==> config.mk <==
export PLATFORM = sky130hd
export DESIGN_NAME = timer_n
export DESIGN_NICKNAME = d
export VERILOG_FILES = /design/src/rtl/timer_pkg.sv /design/src/rtl/timer_prescaler.sv /design/src/rtl/timer_n.sv
export SDC_FILE = /design/constraint.sdc
export NUM_CORES = 1
export LEC_CHECK = 0
export CORE_MARGIN = 2
export CORE_UTILIZATION = 50
export CTS_CLUSTER_DIAMETER = 30
export DETAILED_ROUTE_END_ITERATION = 10
export PLACE_DENSITY = 0.89
export SLEW_MARGIN = 10
export SYNTH_ARGS = -nofsm -noshare
export SYNTH_HDL_FRONTEND = slang
export SYNTH_SLANG_ARGS = --single-unit
==> constraint.sdc <==
create_clock -name clk -period 2.4 [get_ports clk]
set_input_delay 0.36 -clock clk [delete_from_list [all_inputs] [get_ports clk]]
set_output_delay 0.36 -clock clk [all_outputs]
set_load 0.01 [all_outputs]
==> src/rtl/timer_pkg.sv <==
// timer_pkg: shared state type and sizing helper for the down-counting timer
package timer_pkg;

    typedef enum logic [1:0] {IDLE, RUN, PAUSED, DONE} timer_state_e;

    // Prescaler counter width; a divide-by-1 still gets a one-bit register
    function automatic int presc_w(int p);
        return (p > 1) ? $clog2(p) : 1;
    endfunction

endpackage

==> src/rtl/timer_prescaler.sv <==
// timer_prescaler: divides RUN cycles into decrement ticks, one every PRESCALE enabled cycles
module timer_prescaler
    import timer_pkg::*;
#(
    parameter int PRESCALE = 1
) (
    input  logic clk,
    input  logic rst_n,
    input  logic en,
    input  logic clr,
    output logic tick
);

    localparam int W = presc_w(PRESCALE);
    localparam logic [W-1:0] LAST = W'(PRESCALE - 1);

    logic [W-1:0] cnt_q, cnt_d;

    // With PRESCALE=1 the counter never leaves 0, so tick follows en directly
    assign tick = en && (cnt_q == LAST);

    // Next phase: clear wins, otherwise advance while enabled and wrap on tick
    always_comb begin
        cnt_d = clr ? '0 : en ? (tick ? '0 : cnt_q + 1'b1) : cnt_q;
    end

    // Phase register
    always_ff @(posedge clk or negedge rst_n) begin
        if (!rst_n) cnt_q <= '0;
        else        cnt_q <= cnt_d;
    end

endmodule

==> src/rtl/timer_n.sv <==
// timer_n: loadable down-counting timer with pause, auto-reload, prescaler, tc pulse and sticky irq
module timer_n
    import timer_pkg::*;
#(
    parameter int N        = 8,
    parameter int PRESCALE = 1
) (
    input  logic         clk,
    input  logic         rst_n,
    input  logic         load,
    input  logic [N-1:0] load_val,
    input  logic         start,
    input  logic         stop,
    input  logic         auto_reload,
    input  logic         irq_clr,
    output logic [N-1:0] count,
    output logic         busy,
    output logic         done,
    output logic         tc,
    output logic         irq
);

    timer_state_e state_q, state_d;
    logic [N-1:0] count_q, count_d, reload_q, reload_d, eff;
    logic         tc_q, tc_d, irq_q, irq_d;
    logic         pre_en, pre_clr, tick, go;

    // Counting only happens in RUN on cycles with no load or stop
    assign pre_en = (state_q == RUN) && !stop && !load;

    timer_prescaler #(.PRESCALE(PRESCALE)) u_pre (
        .clk  (clk),
        .rst_n(rst_n),
        .en   (pre_en),
        .clr  (pre_clr),
        .tick (tick)
    );

    // Next state and datapath: load first, then stop, then start; decrement on tick
    always_comb begin
        eff      = load ? load_val : count_q;
        go       = start && (eff != '0);
        state_d  = state_q;
        count_d  = load ? load_val : count_q;
        reload_d = load ? load_val : reload_q;
        tc_d     = 1'b0;
        pre_clr  = load;
        if (state_q == RUN) begin
            if (load && load_val == '0) begin
                state_d = IDLE;
            end else if (stop) begin
                state_d = PAUSED;
            end else if (!load && tick) begin
                if (count_q > N'(1)) begin
                    count_d = count_q - 1'b1;
                end else if (count_q == N'(1)) begin
                    tc_d    = 1'b1;
                    count_d = auto_reload ? reload_q : '0;
                    state_d = auto_reload ? RUN : DONE;
                end
            end
        end else if (go) begin
            state_d = RUN;
            pre_clr = load || (state_q != PAUSED);
        end else if (load && state_q == DONE) begin
            state_d = IDLE;
        end
        irq_d = tc_d || (irq_q && !irq_clr);
    end

    // State, count, reload value, tc pulse and sticky irq registers
    always_ff @(posedge clk or negedge rst_n) begin
        if (!rst_n) begin
            state_q  <= IDLE;
            count_q  <= '0;
            reload_q <= '0;
            tc_q     <= 1'b0;
            irq_q    <= 1'b0;
        end else begin
            state_q  <= state_d;
            count_q  <= count_d;
            reload_q <= reload_d;
            tc_q     <= tc_d;
            irq_q    <= irq_d;
        end
    end

    assign count = count_q;
    assign busy  = (state_q == RUN);
    assign done  = (state_q == DONE);
    assign tc    = tc_q;
    assign irq   = irq_q;

endmodule

; ---- Word-level counts from Yosys, hierarchy flattened
; Cells that the tools add are included.
[classes]
addsub = 2
n_mul = 0
div_mod_pow = 0
magnitude_cmp = 1
n_eq_ne = 7
shift = 0
muxes = 28
bitwise = 1
reduce_logical = 18
[ops]
columns = cell, n
row1 = $mux 8, 8
row2 = $mux 2, 9
row3 = $mux 1, 11
row4 = $eq 8x1->1 const B, 1
row5 = $gt 8x1->1 const B, 1
row6 = $logic_and 1x1->1, 8
row7 = $logic_not 8->1, 1
row8 = $ne 4x2->1 const B, 2
row9 = $reduce_bool 8->1, 1
row10 = $sub 8x1->8 const B, 1
row11 = $ne 4x4->1 const B, 1
row12 = $reduce_and 4->1, 1
row13 = $logic_not 1->1, 3
row14 = $reduce_bool 3->1, 1
row15 = $eq 2x1->1 const B, 1
row16 = $eq 2x2->1 const B, 1
row17 = $logic_or 1x1->1, 2
row18 = $ne 2x2->1 const B, 1
row19 = $reduce_bool 2->1, 1
row20 = $add 1x1->1 const B, 1
row21 = $not 1->1, 1
[word_totals]
reg_bits = 21
latchBits = 0
mem_bits_rw = 0
mem_bits_ro = 0
input_bits = 15
mem_count = 0

; ---- Longest topological paths before layout
; Gate-level depths: netlist of run 1.
[depth]
word_depth = 10
depth_mapped = 6
depth_no_buf = 6

; ---- By module
; A second synthesis of run 1 with hierarchy kept.
[hier_totals]
cells_unflattened = 122
area_unflattened_um2 = 1363.8
[modules_own_cells]
columns = mod, n_inst, cells_each, area_per_inst_um2, seq_area_each_um2
row1 = timer_n, 1, 119, 1317.5, 500.5
row2 = timer_prescaler, 1, 3, 46.3, 25.0

; ---- Least setup slack after synthesis of run 1
; OpenSTA, ideal clock, no wires.
[synth_timing]
path_kind = register to register
from = register count_q[2], in the netlist count[2]
to = register count_q[7], in the netlist count[7]
setup_ns = 0.145
arrival_time_ns = 1.679
t_required_ns = 2.255
setup_slack_ns = 0.576
path_stages_with_launch = 5
period_less_slack_ns = 1.824
path_cell_list = dfrtp_1 -> or4_4 -> or3_1 -> a211oi_1 -> a221oi_1
[synth_between]
elab_chain_len = 7
word_cells_on_any_way = 9
[synth_rtl]
columns = item, line
row1 = "start, declared", timer_n.sv:24  ; logic [N-1:0] count_q, count_d, reload_q, reload_d, eff;
row2 = "start signal, assigned", timer_n.sv:81  ; count_q <= count_d;
row3 = "parallel branches: the longest is 2 deep, another holds $sub 8x1->8", --
row4 = $mux 8 *, timer_n.sv:54  ; if (count_q > N'(1)) begin
row5 = $mux 8 *, timer_n.sv:53  ; end else if (!load && tick) begin
row6 = $mux 8 *, timer_n.sv:51  ; end else if (stop) begin
row7 = $mux 8 *, timer_n.sv:49  ; if (load && load_val == '0) begin
row8 = $mux 8 *, timer_n.sv:48  ; if (state_q == RUN) begin
row9 = via count_d[7], timer_n.sv:24
; Mark *: on every way through the listed nets, which the timed path passes.
; A chain may end at the register's enable or synchronous reset.

; ---- Worst setup path in the final report of run 1
[layout_timing]
from = register count_q[1], in the netlist count[1]
to = register count_q[4], in the netlist count[4]
; The elaborated chain is that of the path after synthesis.

==> results of run 1 <==
-- stage by stage --
stage                     util (%)  total power [uW]  hold WS [ps]  cells  area (sq um)
after floorplan                  -             864.4         64.41    118          1239
after global placement       64.80              1109         490.3    176          1562
after detailed placement     64.80              1131         496.3    176          1562
after CTS                    65.89              1309         379.3    180          1588
after global routing         65.89              1386         406.8    180          1588
final                        65.89              1315         371.8    180          1588
-- kinds of logic after synthesis --
logic type | synth area share (%)
flip-flops | 42.42
XOR/XNOR | 2.829
AND/OR/NAND/NOR | 19.29
adder cells (fa/ha/maj) | 2.020
buffers and inverters | 2.827
multiplexers | 14.75
AO/OA/AOI/OAI | 15.86
-- synth_stat cells, drive strengths merged, types with 2 or more instances --
| library cell | count |
|---|---|
| o21a | 2 |
| xnor2 | 3 |
| nor4 | 5 |
| or3 | 2 |
| dfrtp | 21 |
| a2111oi | 2 |
| or3b | 2 |
| inv | 6 |
| mux2 | 10 |
| a211oi | 2 |
| o211ai | 2 |
| o21ai | 4 |
| nand2 | 5 |
| nand3 | 10 |
| mux2i | 7 |
| o221ai | 5 |
| or2 | 3 |
| nor3 | 3 |
| ha | 2 |
| nor2 | 6 |
| buf | 2 |
-- per-layer routing --
metal  global-route usage (%)  up-vias  share of wire, %
met5                        0        -                 0
met4                    12.82        0               2.8
met3                    4.167       11               8.1
met2                    38.82       66                48
met1                    36.12      548                41
li1                         -      519                 -
-- registers in the layout, indices dropped and copies added, names as in the netlist --
register and flops:
count 8, state_q 2, reload_q 8, irq 1, u_pre.cnt_q 1, tc 1
-- worst paths after layout --
kind / startpoint / end / depth (start not counted)
setup / recovery: count[1] / count[4] / 6
hold / removal: rst_n / reload_q[5] / 2
setup reg to reg: count[1] / count[4] / 6
hold reg to reg: reload_q[2] / reload_q[2] / 1
max in group asynchronous: rst_n / state_q[0] / 2
min in group clk: reload_q[2] / reload_q[2] / 1
-- layout make-up --
class,count,share of cell area [%]
repair buffers,31,18.75
multi-input cells,88,42.71
well taps,30,2.364
clock buffers,4,1.655
inverters,6,1.418
flip-flops and latches,21,33.10
-- power groups by stage --
stage	registers (uW)	clock network (uW)	logic, uW
CTS	552	179	578
global placement	554	0	555
global route	569	193	623
detailed placement	557	0	574
finish	556	179	581
floorplan	553	0	312
==> results.yml, run 1 <==
yosys:
  ys_ff_latch: 21
  syn_inst: 118
  synth_edf_count: 0
  synth_fp_nets: 135
  avgSynthCellArea_sq_um: 10.50
  async_reset_ff_share_pct: 100.0
  ys_top_cells_by_area: "dfrtp_1 (42%), mux2_2 (8.2%), mux2i_1 (5.7%)"
  synth_cell_type_count: 42
  synth_area_sq_mm: 0.001239
  yosys.area.top_type: "dfrtp_1"
  synth_seq_area_share_pct: 42.42
  ys.flop_type: "dfrtp_1"
  synth_top_area_share_pct: 42.42
  synth_warnings: 0
setup_path:
  cpMaxStageDelayCell: "or3b_2"
  worstSetupPathType: "register to register"
  max_stage_delay_ps: 500
  critPathArrivalTime_ps: 2330
  cp_max_fo: 8
  crit_buf_inv: 1
  crit_family: "simple AND/OR/NAND/NOR gates"
  worst-r2r-setup-slack_ps: 310
  crit_chain: "inv_1 -> ha_1 -> or3b_2 -> nor4_4 -> nand3_1 -> o221ai_1"
  crit_required_ps: 2640
  start_kind: "register"
  endpoint_kind: "register"
clocking:
  holdBufCountCts: 0
  numClockSinks: 21
  clock_latency_ps: 310
  h-tree-depth: 1
  cts_setup_buffers: 0
  clk_pin_slew_worst_paths_ps: 120
  cts_resized: 0
  cts_root_buffer: "clkbuf_4"
  numCtsBuffers: 3
  clock_path_buffers: 2
  cts_tree: "yes"
finish:
  multi_input_area_sq_um: 678.2
  layout.nets: 168
  num-fill-cells: 178
  final_cell_mix: "clkdlybuf4s50_1 (26), dfrtp_1 (21), nand3_1 (10), mux2_2 (9), mux2i_1 (7)"
  area_growth_pct: 28.18
  drive_gt1_share_pct: 16.67
  final_common_cell: "clkdlybuf4s50_1"
  area.sequential_sq_um: 525.5
  diodes: 0
die:
  die_y_microns: 53.78
  initial_core_util_pct: 51.40
  core-area_sq_mm: 0.002410
  io_pins: 27
  die-area_sq_mm: 0.002892
  die_x_microns: 53.78
  rows: 18
pwr:
  switching_share_pct: 39.33
  worst_ir_drop_vdd_mv: 0.6668
  internal-power_uw: 797.8
  power_switching_uw: 517.1
  clkPwrFrac_pct: 13.6
  power_frac_comb_pct: 44.2
  p_per_area_mw_per_mm2: 828.2
  pwr-share-seq_pct: 42.3
  leakage_uw: 0.0006313
global_routing:
  grt_use_total_pct: 25.88
  grt_pass1_wl_microns: 5244
  overflow: 0
  grt_pass1_vias: 1088
  antenna_found_initial: 0
  grt_max_degree: 22
drt:
  post_drt_wl_per_cell_microns: 17.53
  drt-total-wl_microns: 3155
  drtIter0Drc: 51
  drc: 0
  ant_nets: 0
  via_per_inst: 6.356
  dr.pass1.iters: 4
  via_count: 1144
timing:
  slew_headroom_pct: 61.83
  max_freq_mhz: 479.1
  worst_slew_pin_slew_ps: 567.3
  setup_viol: 0
  rsz0062_at_grt: "no"
  hold_viol_final: 0
  fin_ws_ps: 312.6
  report.final.slew_viol_count: 0
  tns_ps: 0
  fin_crit_ps: 2087
  period_share_pct: 86.98
  skew_ps: 2.713
placed_design:
  port-buffer-count: 26
  place_ws_ps: 243.9
  place_congestion: 0.9124
  dp_hpwl_microns: 2334
status:
  status: "complete, no violations"
job:
  drv_cap: 0
hold_path:
  hold_class: "input port to async pin"
No activity file was read; power rests on OpenSTA's default activity.
==> inputs of run 2 (changes only) <==
--- a/config.mk
+++ b/config.mk
@@ -9,6 +9,7 @@
 export CORE_UTILIZATION = 50
 export CTS_CLUSTER_DIAMETER = 30
 export DETAILED_ROUTE_END_ITERATION = 10
+export HOLD_SLACK_MARGIN = 0.05
 export PLACE_DENSITY = 0.89
 export SLEW_MARGIN = 10
 export SYNTH_ARGS = -nofsm -noshare
==> results of run 2 <==
No change in the layout: final DEF, timing and power equal those of run 1.
==> inputs of run 3 (changes only) <==
==> constraint.sdc (replaced) <==
create_clock -name clk -period 2.4 [get_ports clk]
set_input_delay 0.36 -clock clk [delete_from_list [all_inputs] [get_ports clk]]
set_output_delay 0.36 -clock clk [all_outputs]
set_load 0.005 [all_outputs]
==> results of run 3 <==
The final DEF is identical to that of run 1. Status: complete, no violations.
Among the figures that moved: total power 1315 uW -> 1288 uW; worst IR drop on VDD 0.6668 mV -> 0.6651 mV
